### config.mk
export PLATFORM = sky130hd
export DESIGN_NAME = lcd_write_sequencer
export DESIGN_NICKNAME = d
export VERILOG_FILES = /design/src/rtl/lcd_write_sequencer.sv
export SDC_FILE = /design/constraint.sdc
export NUM_CORES = 1
export LEC_CHECK = 0
export ABC_AREA = 0
export ABC_CLOCK_PERIOD_IN_PS = 2600
export CAP_MARGIN = 40
export CORE_MARGIN = 4
export CORE_UTILIZATION = 45
export CTS_CLUSTER_DIAMETER = 120
export DETAILED_ROUTE_END_ITERATION = 8
export PLACE_DENSITY = 0.75
export RECOVER_POWER = 25
export SLEW_MARGIN = 5
export SYNTH_ARGS = -nofsm -noshare
export SYNTH_HDL_FRONTEND = slang
export SYNTH_SLANG_ARGS = --single-unit
### constraint.sdc
create_clock -name clk -period 2.6 [get_ports clk]
set_input_delay 0.52 -clock clk [delete_from_list [all_inputs] [get_ports clk]]
set_output_delay 0.52 -clock clk [all_outputs]
set_load 0.01 [all_outputs]
### src/rtl/lcd_write_sequencer.sv
// HD44780 write sequencer for a multi-cycle Nios II custom instruction: one command/data byte per issue.
// Optional power-on init sequence (0x38, 0x0C, 0x01, 0x06) is enabled by defining LCD_INIT_EN.
module lcd_write_sequencer #(
    parameter int T_SETUP   = 4,
    parameter int T_EN_HIGH = 25,
    parameter int T_HOLD    = 2,
    parameter int T_EXEC    = 2000,
    parameter int T_CLEAR   = 82000,
`ifdef LCD_INIT_EN
    parameter int T_POWERUP = 750000,
`endif
    parameter int CNT_W     = 20
) (
    input  logic        clk,
    input  logic        reset,
    input  logic        clk_en,
    input  logic        start,
    input  logic [31:0] dataa,
    output logic [31:0] result,
    output logic        done,
    output logic        busy,
    output logic        lcd_en,
    output logic        lcd_rs,
    output logic        lcd_rw,
    output logic [7:0]  lcd_data
);

    localparam logic [CNT_W-1:0] SETUP_LEN = CNT_W'(T_SETUP);
    localparam logic [CNT_W-1:0] EN_LEN    = CNT_W'(T_EN_HIGH);
    localparam logic [CNT_W-1:0] HOLD_LEN  = CNT_W'(T_HOLD);
    localparam logic [CNT_W-1:0] EXEC_LEN  = CNT_W'(T_EXEC);
    localparam logic [CNT_W-1:0] CLEAR_LEN = CNT_W'(T_CLEAR);
    localparam logic [CNT_W-1:0] CNT_ONE   = CNT_W'(1);
`ifdef LCD_INIT_EN
    localparam logic [CNT_W-1:0] PWR_LEN   = CNT_W'(T_POWERUP);
`endif

`ifdef LCD_INIT_EN
    typedef enum logic [2:0] {
        S_IDLE, S_SETUP, S_PULSE, S_HOLD, S_EXEC, S_DONE, S_INIT_PWR, S_INIT_LOAD
    } state_t;
`else
    typedef enum logic [2:0] {
        S_IDLE, S_SETUP, S_PULSE, S_HOLD, S_EXEC, S_DONE
    } state_t;
`endif

    state_t             state_q, state_d;
    logic [CNT_W-1:0]   cnt_q, cnt_d;
    logic [CNT_W-1:0]   texec_q, texec_d;
    logic               rs_q, rs_d;
    logic [7:0]         data_q, data_d;
    logic [31:0]        result_q, result_d;
    logic               en_q, en_d;
    logic               done_q, done_d;
    logic               busy_q, busy_d;
    logic               cntLast;
    logic               unusedDataa;
`ifdef LCD_INIT_EN
    logic               init_q, init_d;
    logic [1:0]         idx_q, idx_d;
`endif

    assign unusedDataa = ^dataa[31:9];

    // Clear Display and Return Home need the long controller execution wait.
    function automatic logic isSlowCmd(input logic rs, input logic [7:0] b);
        return !rs && (b == 8'h01 || b == 8'h02 || b == 8'h03);
    endfunction

`ifdef LCD_INIT_EN
    function automatic logic [7:0] initCmd(input logic [1:0] i);
        case (i)
            2'd0:    return 8'h38;
            2'd1:    return 8'h0C;
            2'd2:    return 8'h01;
            default: return 8'h06;
        endcase
    endfunction
`endif

    assign cntLast = (cnt_q <= CNT_ONE);

    always_comb begin
        state_d  = state_q;
        cnt_d    = cnt_q;
        texec_d  = texec_q;
        rs_d     = rs_q;
        data_d   = data_q;
        result_d = result_q;
`ifdef LCD_INIT_EN
        init_d   = init_q;
        idx_d    = idx_q;
`endif
        if (!cntLast) begin
            cnt_d = cnt_q - CNT_ONE;
        end
        case (state_q)
            S_IDLE: begin
                if (start) begin
                    rs_d    = dataa[8];
                    data_d  = dataa[7:0];
                    texec_d = isSlowCmd(dataa[8], dataa[7:0]) ? CLEAR_LEN : EXEC_LEN;
                    cnt_d   = SETUP_LEN;
                    state_d = S_SETUP;
                end
            end
            S_SETUP: begin
                if (cntLast) begin
                    cnt_d   = EN_LEN;
                    state_d = S_PULSE;
                end
            end
            S_PULSE: begin
                if (cntLast) begin
                    cnt_d   = HOLD_LEN;
                    state_d = S_HOLD;
                end
            end
            S_HOLD: begin
                if (cntLast) begin
                    cnt_d   = texec_q;
                    state_d = S_EXEC;
                end
            end
            S_EXEC: begin
                if (cntLast) begin
`ifdef LCD_INIT_EN
                    if (init_q) begin
                        if (idx_q == 2'd3) begin
                            init_d  = 1'b0;
                            state_d = S_IDLE;
                        end else begin
                            idx_d   = idx_q + 2'd1;
                            state_d = S_INIT_LOAD;
                        end
                    end else begin
                        result_d = {23'b0, rs_q, data_q};
                        state_d  = S_DONE;
                    end
`else
                    result_d = {23'b0, rs_q, data_q};
                    state_d  = S_DONE;
`endif
                end
            end
            S_DONE: begin
                state_d = S_IDLE;
            end
`ifdef LCD_INIT_EN
            // The counter is zero straight out of reset, so the power-up wait is loaded first.
            S_INIT_PWR: begin
                if (cnt_q == '0) begin
                    cnt_d = PWR_LEN;
                end else if (cntLast) begin
                    state_d = S_INIT_LOAD;
                end
            end
            S_INIT_LOAD: begin
                rs_d    = 1'b0;
                data_d  = initCmd(idx_q);
                texec_d = isSlowCmd(1'b0, initCmd(idx_q)) ? CLEAR_LEN : EXEC_LEN;
                cnt_d   = SETUP_LEN;
                state_d = S_SETUP;
            end
`endif
            default: begin
                state_d = S_IDLE;
            end
        endcase
        en_d   = (state_d == S_PULSE);
        done_d = (state_d == S_DONE);
        busy_d = (state_d != S_IDLE);
    end

    always_ff @(posedge clk) begin
        if (!reset) begin
`ifdef LCD_INIT_EN
            state_q  <= S_INIT_PWR;
            init_q   <= 1'b1;
            idx_q    <= 2'd0;
`else
            state_q  <= S_IDLE;
`endif
            cnt_q    <= '0;
            texec_q  <= '0;
            rs_q     <= 1'b0;
            data_q   <= 8'h00;
            result_q <= 32'h0;
            en_q     <= 1'b0;
            done_q   <= 1'b0;
            busy_q   <= 1'b0;
        end else if (clk_en) begin
`ifdef LCD_INIT_EN
            init_q   <= init_d;
            idx_q    <= idx_d;
`endif
            state_q  <= state_d;
            cnt_q    <= cnt_d;
            texec_q  <= texec_d;
            rs_q     <= rs_d;
            data_q   <= data_d;
            result_q <= result_d;
            en_q     <= en_d;
            done_q   <= done_d;
            busy_q   <= busy_d;
        end
    end

    assign result   = result_q;
    assign done     = done_q;
    assign busy     = busy_q;
    assign lcd_en   = en_q;
    assign lcd_rs   = rs_q;
    assign lcd_rw   = 1'b0;
    assign lcd_data = data_q;

endmodule
==> results of run 1 <==
-- metrics by stage --
step / util, % / setup slack, ns
after floorplan: - / 0.452
after global placement: 53.5 / 0.218
after detailed placement: 53.5 / 0.154
after CTS: 55.4 / 0.135
after global routing: 55.4 / 0.0117
final: 55.4 / 0.208
-- kinds of logic (layout without fill, tap and decap cells) --
family | after synthesis | in the layout | synth area share (%)
AOI/OAI and AO/OA | 60 | 60 | 15.3
xor gates and xnor gates | 6 | 6 | 2.01
adders and majority gates | 4 | 4 | 1.92
buffers and inverters | 45 | 62 | 10.6
DFF | 47 | 47 | 36.1
muxes | 12 | 12 | 4.65
other | 1 | 24 | 0.144
and+or+nand+nor | 147 | 147 | 29.3
-- layer usage --
layer / wire (um) / vias to the layer above / share of wire, % / track usage (%)
met5: 0 / - / 0 / 0
met3: 406 / 8 / 6.8 / 4.81
met2: 2790 / 75 / 47 / 28.6
li1: - / 1167 / - / -
met4: 73 / 0 / 1.2 / 5.99
met1: 2690 / 1110 / 45 / 21.8
-- power groups by stage --
stage / clock (mW) / combinational, mW / sequential, mW
floorplan: 0 / 1.93 / 1.05
global placement: 0 / 2.40 / 1.07
detailed placement: 0 / 2.44 / 1.08
CTS: 0.535 / 2.45 / 1.07
global route: 0.572 / 2.78 / 1.10
finish: 0.520 / 2.47 / 1.06
-- worst reg2reg max path: cells and delay by family (launching register included) --
kind / cells / cell delay [ns]
AND/OR/NAND/NOR: 4 / 1.27
multiplexers: 1 / 0.16
flip-flops: 1 / 0.36
buffers and inverters: 2 / 0.48
-- flip-flops by register name (all words and copies together), names as in the netlist, 3 cells and up --
| name | cells |
|---|---|
| state_q | 3 |
| texec_q | 3 |
| result | 9 |
| lcd_data | 8 |
| cnt_q | 20 |
-- worst paths after layout --
path,slack (ns),startpoint,depth (start not counted),endpoint
worst max register to register,0.21,cnt_q[4],7,result[7]
worst min-delay path,0.47,done,2,done
worst max-delay path,0.21,cnt_q[4],7,result[7]
worst min register to register,0.47,done,2,done
-- final cells by class --
| type | instances | area [sq um] | area share, % |
|---|---|---|---|
| clock buffer | 6 | 72.6 | 2.35 |
| timing repair buffer | 49 | 447 | 14.5 |
| clock inverter | 1 | 30.0 | 0.972 |
| sequential | 47 | 941 | 30.5 |
| multi-input combinational | 253 | 1480 | 48.0 |
| inverter | 6 | 25.0 | 0.810 |
| tap | 72 | 90.1 | 2.92 |
-- cells in the final DEF, fill, tap and decap left out, types with 2 or more instances in the layout --
cell,count
sky130_fd_sc_hd__dfxtp_1,47
sky130_fd_sc_hd__nor2_1,42
sky130_fd_sc_hd__nand2_1,42
sky130_fd_sc_hd__conb_1,24
sky130_fd_sc_hd__a21oi_1,18
sky130_fd_sc_hd__clkdlybuf4s50_1,18
sky130_fd_sc_hd__dlygate4sd3_1,15
sky130_fd_sc_hd__buf_4,15
sky130_fd_sc_hd__o21ai_0,12
sky130_fd_sc_hd__mux2i_1,11
sky130_fd_sc_hd__nor3_1,10
sky130_fd_sc_hd__nand3_1,8
sky130_fd_sc_hd__nor4_1,5
sky130_fd_sc_hd__a31oi_1,5
sky130_fd_sc_hd__nand2b_1,5
sky130_fd_sc_hd__clkbuf_8,5
sky130_fd_sc_hd__nor2b_1,4
sky130_fd_sc_hd__ha_1,4
sky130_fd_sc_hd__inv_1,3
sky130_fd_sc_hd__or4_1,3
sky130_fd_sc_hd__xnor2_1,3
sky130_fd_sc_hd__xor2_1,3
sky130_fd_sc_hd__o221ai_1,3
sky130_fd_sc_hd__nand4b_1,3
sky130_fd_sc_hd__o21ai_1,2
sky130_fd_sc_hd__nand3b_1,2
sky130_fd_sc_hd__nor4b_1,2
sky130_fd_sc_hd__nand4_1,2
sky130_fd_sc_hd__or3_2,2
sky130_fd_sc_hd__a22oi_1,2
sky130_fd_sc_hd__and2_1,2
sky130_fd_sc_hd__or3_1,2
sky130_fd_sc_hd__clkbuf_1,2
-- what timing repair did --
| action | CTS | global route |
|---|---|---|
| setup endpoints to repair | 0 | 4 |
| hold buffers | 0 | 0 |
| gates resized for setup | 0 | 2 |
==> run summary, run 1 <==
The internal power of the cells totals 2.22 mW. The minimum clock period is 2.39 ns, and the number of buffers on the longest clock path is 2. For the worst setup path, the data arrival time is 2.56 ns.

The final number of max-transition violations is 0, and the core area is 5570 sq um. The top fanout value on the critical path was 10. The logs give 2 for the number of levels in the clock H-tree and 7080 sq um for the overall die area. Yosys printed 0 warnings. The final hold violation count came out at 0. The synthesized design contains 47 register bits. For the worst-skew pair, the clock arrives at the later sink with an insertion delay of 0.29 ns.

For this run, the leading register cell type out of synthesis is sky130_fd_sc_hd__dfxtp_1. For the register area share after synthesis, the log shows 36.1%. The category of the worst setup path capture point is a flop.

The worst-case IR drop observed on VDD is 492 uV. The run finished with clean final reports. The kind of cell with the highest combined delay on the critical path is simple AND/OR/NAND/NOR gates. The tools report the number of nets in the layout as 402. Summed over all layers, the global routing overflow is 0.

The completed layout was analyzed and its total power is 4.06 mW. The largest stage delay on the critical path is 0.58 ns, and the relative contribution of the clock network to total power is 12.8%. Among the stages of the critical path, the cell type that occurs most often is sky130_fd_sc_hd__buf_4. In this run, synthesis inferred 0 flip-flops with an integrated enable.

In the routed design, unresolved DRC markers number 0. After routing the design area is 3090 sq um. The class of the most critical setup path is reg -> reg.

In this run the static leakage power is 1.27 nW. For the required time reported for the critical path endpoint, the log shows 2.77 ns. Dividing total power by cell area gives a power density of 1310 nW/um^2.

The total iterations of the first detailed-routing run is 4, and the sink count of the clock tree is 47. The overall routed net length is 5.96 mm, and the horizontal extent of the die is 84.1 um. The tools report the total number of vias as 2360.

Ranked by total cell area, the synthesized netlist is headed by sky130_fd_sc_hd__dfxtp_1 (36%), sky130_fd_sc_hd__buf_4 (7.2%), sky130_fd_sc_hd__nand2_1 (6.0%). Across the run, the number of max-cap violations was 0. The placed standard-cell area came out at 2980 sq um. The tools report the layout filler cell count as 544. The global placer's final weighted congestion is 0.869, and the register clock-pin slew on the reported worst setup and hold paths is 0.09 ns. For this design the total switching power over the nets is 1.84 mW.

In this run the tightest slew margin relative to its limit is 65.9%. In the final routed layout, each cell accounts on average for 13.7 um. The relative area change from synthesis to final layout works out to 18.4%. Synthesis instantiated 66 different standard cells from the library. By instance count, the leading cell after synthesis is sky130_fd_sc_hd__dfxtp_1.

Post-CTS timing repair inserted 0 buffers for setup. From bottom edge to top edge, the die measures 84.1 um. The critical path contains buffers and inverters numbering 2 combined. The number of antenna diodes in the final layout is 0. By count the netlist is led by sky130_fd_sc_hd__dfxtp_1 (47), sky130_fd_sc_hd__nand2_1 (42), sky130_fd_sc_hd__nor2_1 (42). Timing would allow up to 418 MHz. The sum of negative setup slack is 0 ns, and the pin slew with the least headroom to its limit is 0.508 ns. The tools report the tightest hold margin as 0.466 ns. Of all cell types, the one taking the most synthesized area is sky130_fd_sc_hd__dfxtp_1. The initial antenna violation count was 0; the cell count after synthesis was 322. The launching element type of the critical path is a flop. The floorplan has 27 rows. The run gives 2301 as the via count of the first global-routing pass. Port buffering added 33 buffers.

81 I/O pins were placed. For this configuration, the core starts out at a cell density of 46.8%. Of the total power, combinational logic draws 60.9%.

For the power share of the sequential group, the log shows 26.2%. TritonCTS built the clock tree. The final worst-path cycle share is 92.0%. The mean instance size in the synthesized netlist is 8.10 sq um, and the number of nets with antenna violations after detailed routing is 0.

For the maximum clock skew at final layout, the log shows 0.00581 ns. The share of synthesized area in the top cell type comes to 36.1%. Root buffer cell: sky130_fd_sc_hd__clkbuf_8. The first routing iteration left 178 violations. For the mapped cell area, the log shows 2610 sq um. The first global-routing pass estimated 10.4 mm of wire.

Cells with a size suffix above 1 make up 11.3% of the layout. Setup repair after global routing left no endpoint under its margin. Entering global routing, the biggest net connects 37 pins. Dividing the detail-routed via count by the number of cells gives 5.44.

Setup violations remaining at the end of the flow were counted as 0. The run gives 17.4% as the total routing usage reported by global routing. The slowest stage of the critical path is the sky130_fd_sc_hd__or4_4 cell. The min-delay analysis places its worst path in the category reg -> reg.

The run gives 5 as the clock buffer count from CTS. The final cell count without fillers is 434. The share of synthesized flip-flops with an asynchronous set or reset was 0%; the total placed cells including tap cells was 427. The net switching share of the total power was 45.4%. The sum of net half-perimeters after detailed placement was 4.29 mm. The critical path goes through or4_4, nor4_4, buf_4, nand4_1, buf_4, mux2i_1, nor2_1.
Note: power is estimated with default switching activity, not from simulation.
==> inputs of run 2 (changes only) <==
--- a/config.mk
+++ b/config.mk
@@ -12,6 +12,7 @@
 export CORE_UTILIZATION = 45
 export CTS_CLUSTER_DIAMETER = 120
 export DETAILED_ROUTE_END_ITERATION = 8
+export GPL_TIMING_DRIVEN = 0
 export PLACE_DENSITY = 0.75
 export RECOVER_POWER = 25
 export SLEW_MARGIN = 5
==> run 2 against run 1 <==
- hold slack better by 0.0013 ns
- setup slack worse by 0.0073 ns
- clock skew is 0.00086 ns higher
- critical path type unchanged
- largest cell class unchanged
- highest routed layer unchanged
==> run summary, run 2 (synthesis gave the netlist of run 1 again) <==
The flow ran to the end, and the final reports show no timing, DRC or antenna violations. The number of nets with antenna violations after detailed routing is 0. The floorplan step defined a core boundary enclosing 5570 sq um.

For the initial antenna violation count, the log shows 0. The most frequent standard cell in the layout excluding fill and tap cells was sky130_fd_sc_hd__dfxtp_1. VDD sags by at most 571 uV. TritonCTS built the clock tree. Setup repair after global routing left no endpoint under its margin.

Adding up every negative setup slack in the final design gives 0 ns. Register ranked first by flip-flop count: cnt_q. Once placement finished, the instance area stood at 3120 sq um. STA puts the critical path data required time at 2.77 ns.

For this design the static power due to leakage is 1.37 nW. Traced cell by cell, the critical path runs through inv_1, ha_1, o21ai_0, nor4_4, buf_4, nand4_1, buf_2, mux2i_1, nor2_1. The tools report the root buffer cell as sky130_fd_sc_hd__clkbuf_8. The final route contains 2419 vias. The setup path with the least slack is of type reg -> reg. For the number of buffers on the longest clock path, the log shows 2. In this run the horizontal extent of the chip is 84.1 um. Clock skew on the completed layout was measured at 0.00668 ns. Clock tree synthesis inserted a total of 5 buffers. In this run the worst path has a maximum fanout of 10.

Number of antenna repair diodes: 0. Across the run, the number of max-cap violations was 0. For this run, the detailed router's first-pass iteration total came to 4.

The final layout contains 427 nets. For the worst-skew pair, the clock arrives at the later sink with an insertion delay of 0.30 ns. The pin slew with the least headroom to its limit was 0.669 ns; the utilization after layout was 58.2%.

The slowest stage of the critical path belongs to the cell sky130_fd_sc_hd__o21ai_0. The count of unresolved DRC violations after routing was 0; the worst slew slack as a fraction of its limit was 54.7%. For this block, the routed nets add up to 6.32 mm of wire. Global routing used 17.3% of the available tracks across all layers. For the critical path arrival, the log shows 2.57 ns. Input and output buffers added on the ports amount to 32. For the via count of the first global-routing pass, the log shows 2197. After legalization and detailed placement, the total HPWL measured 4.62 mm. The overall power was 4.12 mW.

After global routing the overflow that remains totals 0. After floorplanning, the core was divided into 27 placement rows. Counting cells, the worst reg-to-reg path comes to 9. Along the worst hold path, the cell count comes to 2.

The layout filler cell count was 531. The final number of max-transition violations was 0. The floorplan die height came out at 84.1 um. The logs give 47 for the sink count of the clock tree and 2 for the number of levels in the clock H-tree.

The maximum number of pins on one net before global-route repair came out at 14. Once the floorplan was initialized, standard cells occupied 46.8% of the core. For this run, the top clock speed supported by timing is 417 MHz. The routed via count divided by cell count works out to 5.27. After routing the design area is 3250 sq um. The category of the worst setup path capture point was a flop.

From synthesis to final layout, the design area changed by 24.5%. The fraction of layout instances using a drive strength above 1 is 15.2%. The floorplan step defined a die boundary enclosing 7080 sq um.

The global placer's final weighted congestion was 0.870. The worst path uses 92.3% of the clock period. Clock-pin slew was measured on the worst setup and hold paths at 0.09 ns. The final hold violation count was 0. The classification of the worst-slack hold path is reg -> reg. For this design the ratio of total power to cell area is 1270 nW/um^2. The first-pass GRT wire length was 10.1 mm; the minimum clock period was 2.40 ns. The iteration-0 DRC count of the detailed router was 158. Largest stage delay on the critical path: 0.48 ns. The tools report the launching element type of the critical path as a flop. In the layout the commonest cells are sky130_fd_sc_hd__dfxtp_1 (47), sky130_fd_sc_hd__nor2_1 (42), sky130_fd_sc_hd__nand2_1 (42), sky130_fd_sc_hd__buf_4 (27), sky130_fd_sc_hd__conb_1 (24). The register with the most flip-flops in the layout has 20 of them. For the setup violation total in the final timing report, the log shows 0.

For this design the top-level I/O count stands at 81. The run gives 0.467 ns as the tightest hold margin. The routed length per instance is 13.8 um.
==> run 2: final timing paths <==
path / slack (ns) / to / start
worst max-delay path: 0.20 / result[7] / cnt_q[0]
worst min-delay path: 0.47 / done / done
worst min register to register: 0.47 / done / done
worst max register to register: 0.20 / result[7] / cnt_q[0]
==> run 2: per-stage QoR <==
stage	worst slack, ns	cells
2_1_floorplan	0.452	345
3_3_place_gp	-0.345	449
3_5_place_dp	0.0109	450
4_1_cts	0.123	457
5_1_grt	0.0157	459
6_report	0.201	459
==> run 2: what timing repair did <==
item                                    CTS  global route
endpoints found under the hold margin     0             0
hold buffers                              0             0
gates resized for setup                   0             2
setup buffers                             0             2
endpoints found under the setup margin    0             4
==> run 2: cell type report <==
class,count,area (sq um),share of cell area (%)
buffer,39,251,7.75
sequential,47,941,29.0
inverter,6,25.0,0.771
clock buffer,6,72.6,2.24
tap,72,90.1,2.77
clock inverter,1,30.0,0.925
timing repair buffer,35,347,10.7
multi-input combinational,253,1490,45.9
==> run 2: report_power, final <==
group | switching (mW) | internal [mW]
clock | 0.243 | 0.282
sequential | 0.186 | 0.893
combinational | 1.43 | 1.08
==> run 2: worst max-delay path: cells and delay by family, from the launching register on <==
family | cells | cell delay (ns)
multiplexers | 1 | 0.25
buffers and inverters | 3 | 0.58
AND/OR/NAND/NOR | 3 | 0.28
flip-flops | 1 | 0.45
adder cells (fa/ha/maj) | 1 | 0.24
AO/OA/AOI/OAI | 1 | 0.48
==> run 2: metal layers <==
| layer | GRT usage [%] | wire [um] | vias up |
|---|---|---|---|
| met5 | 0 | 0 | - |
| met4 | 5.99 | 78 | 0 |
| met3 | 5.00 | 392 | 7 |
| met2 | 26.8 | 2950 | 75 |
| met1 | 23.1 | 2900 | 1116 |
| li1 | - | - | 1221 |
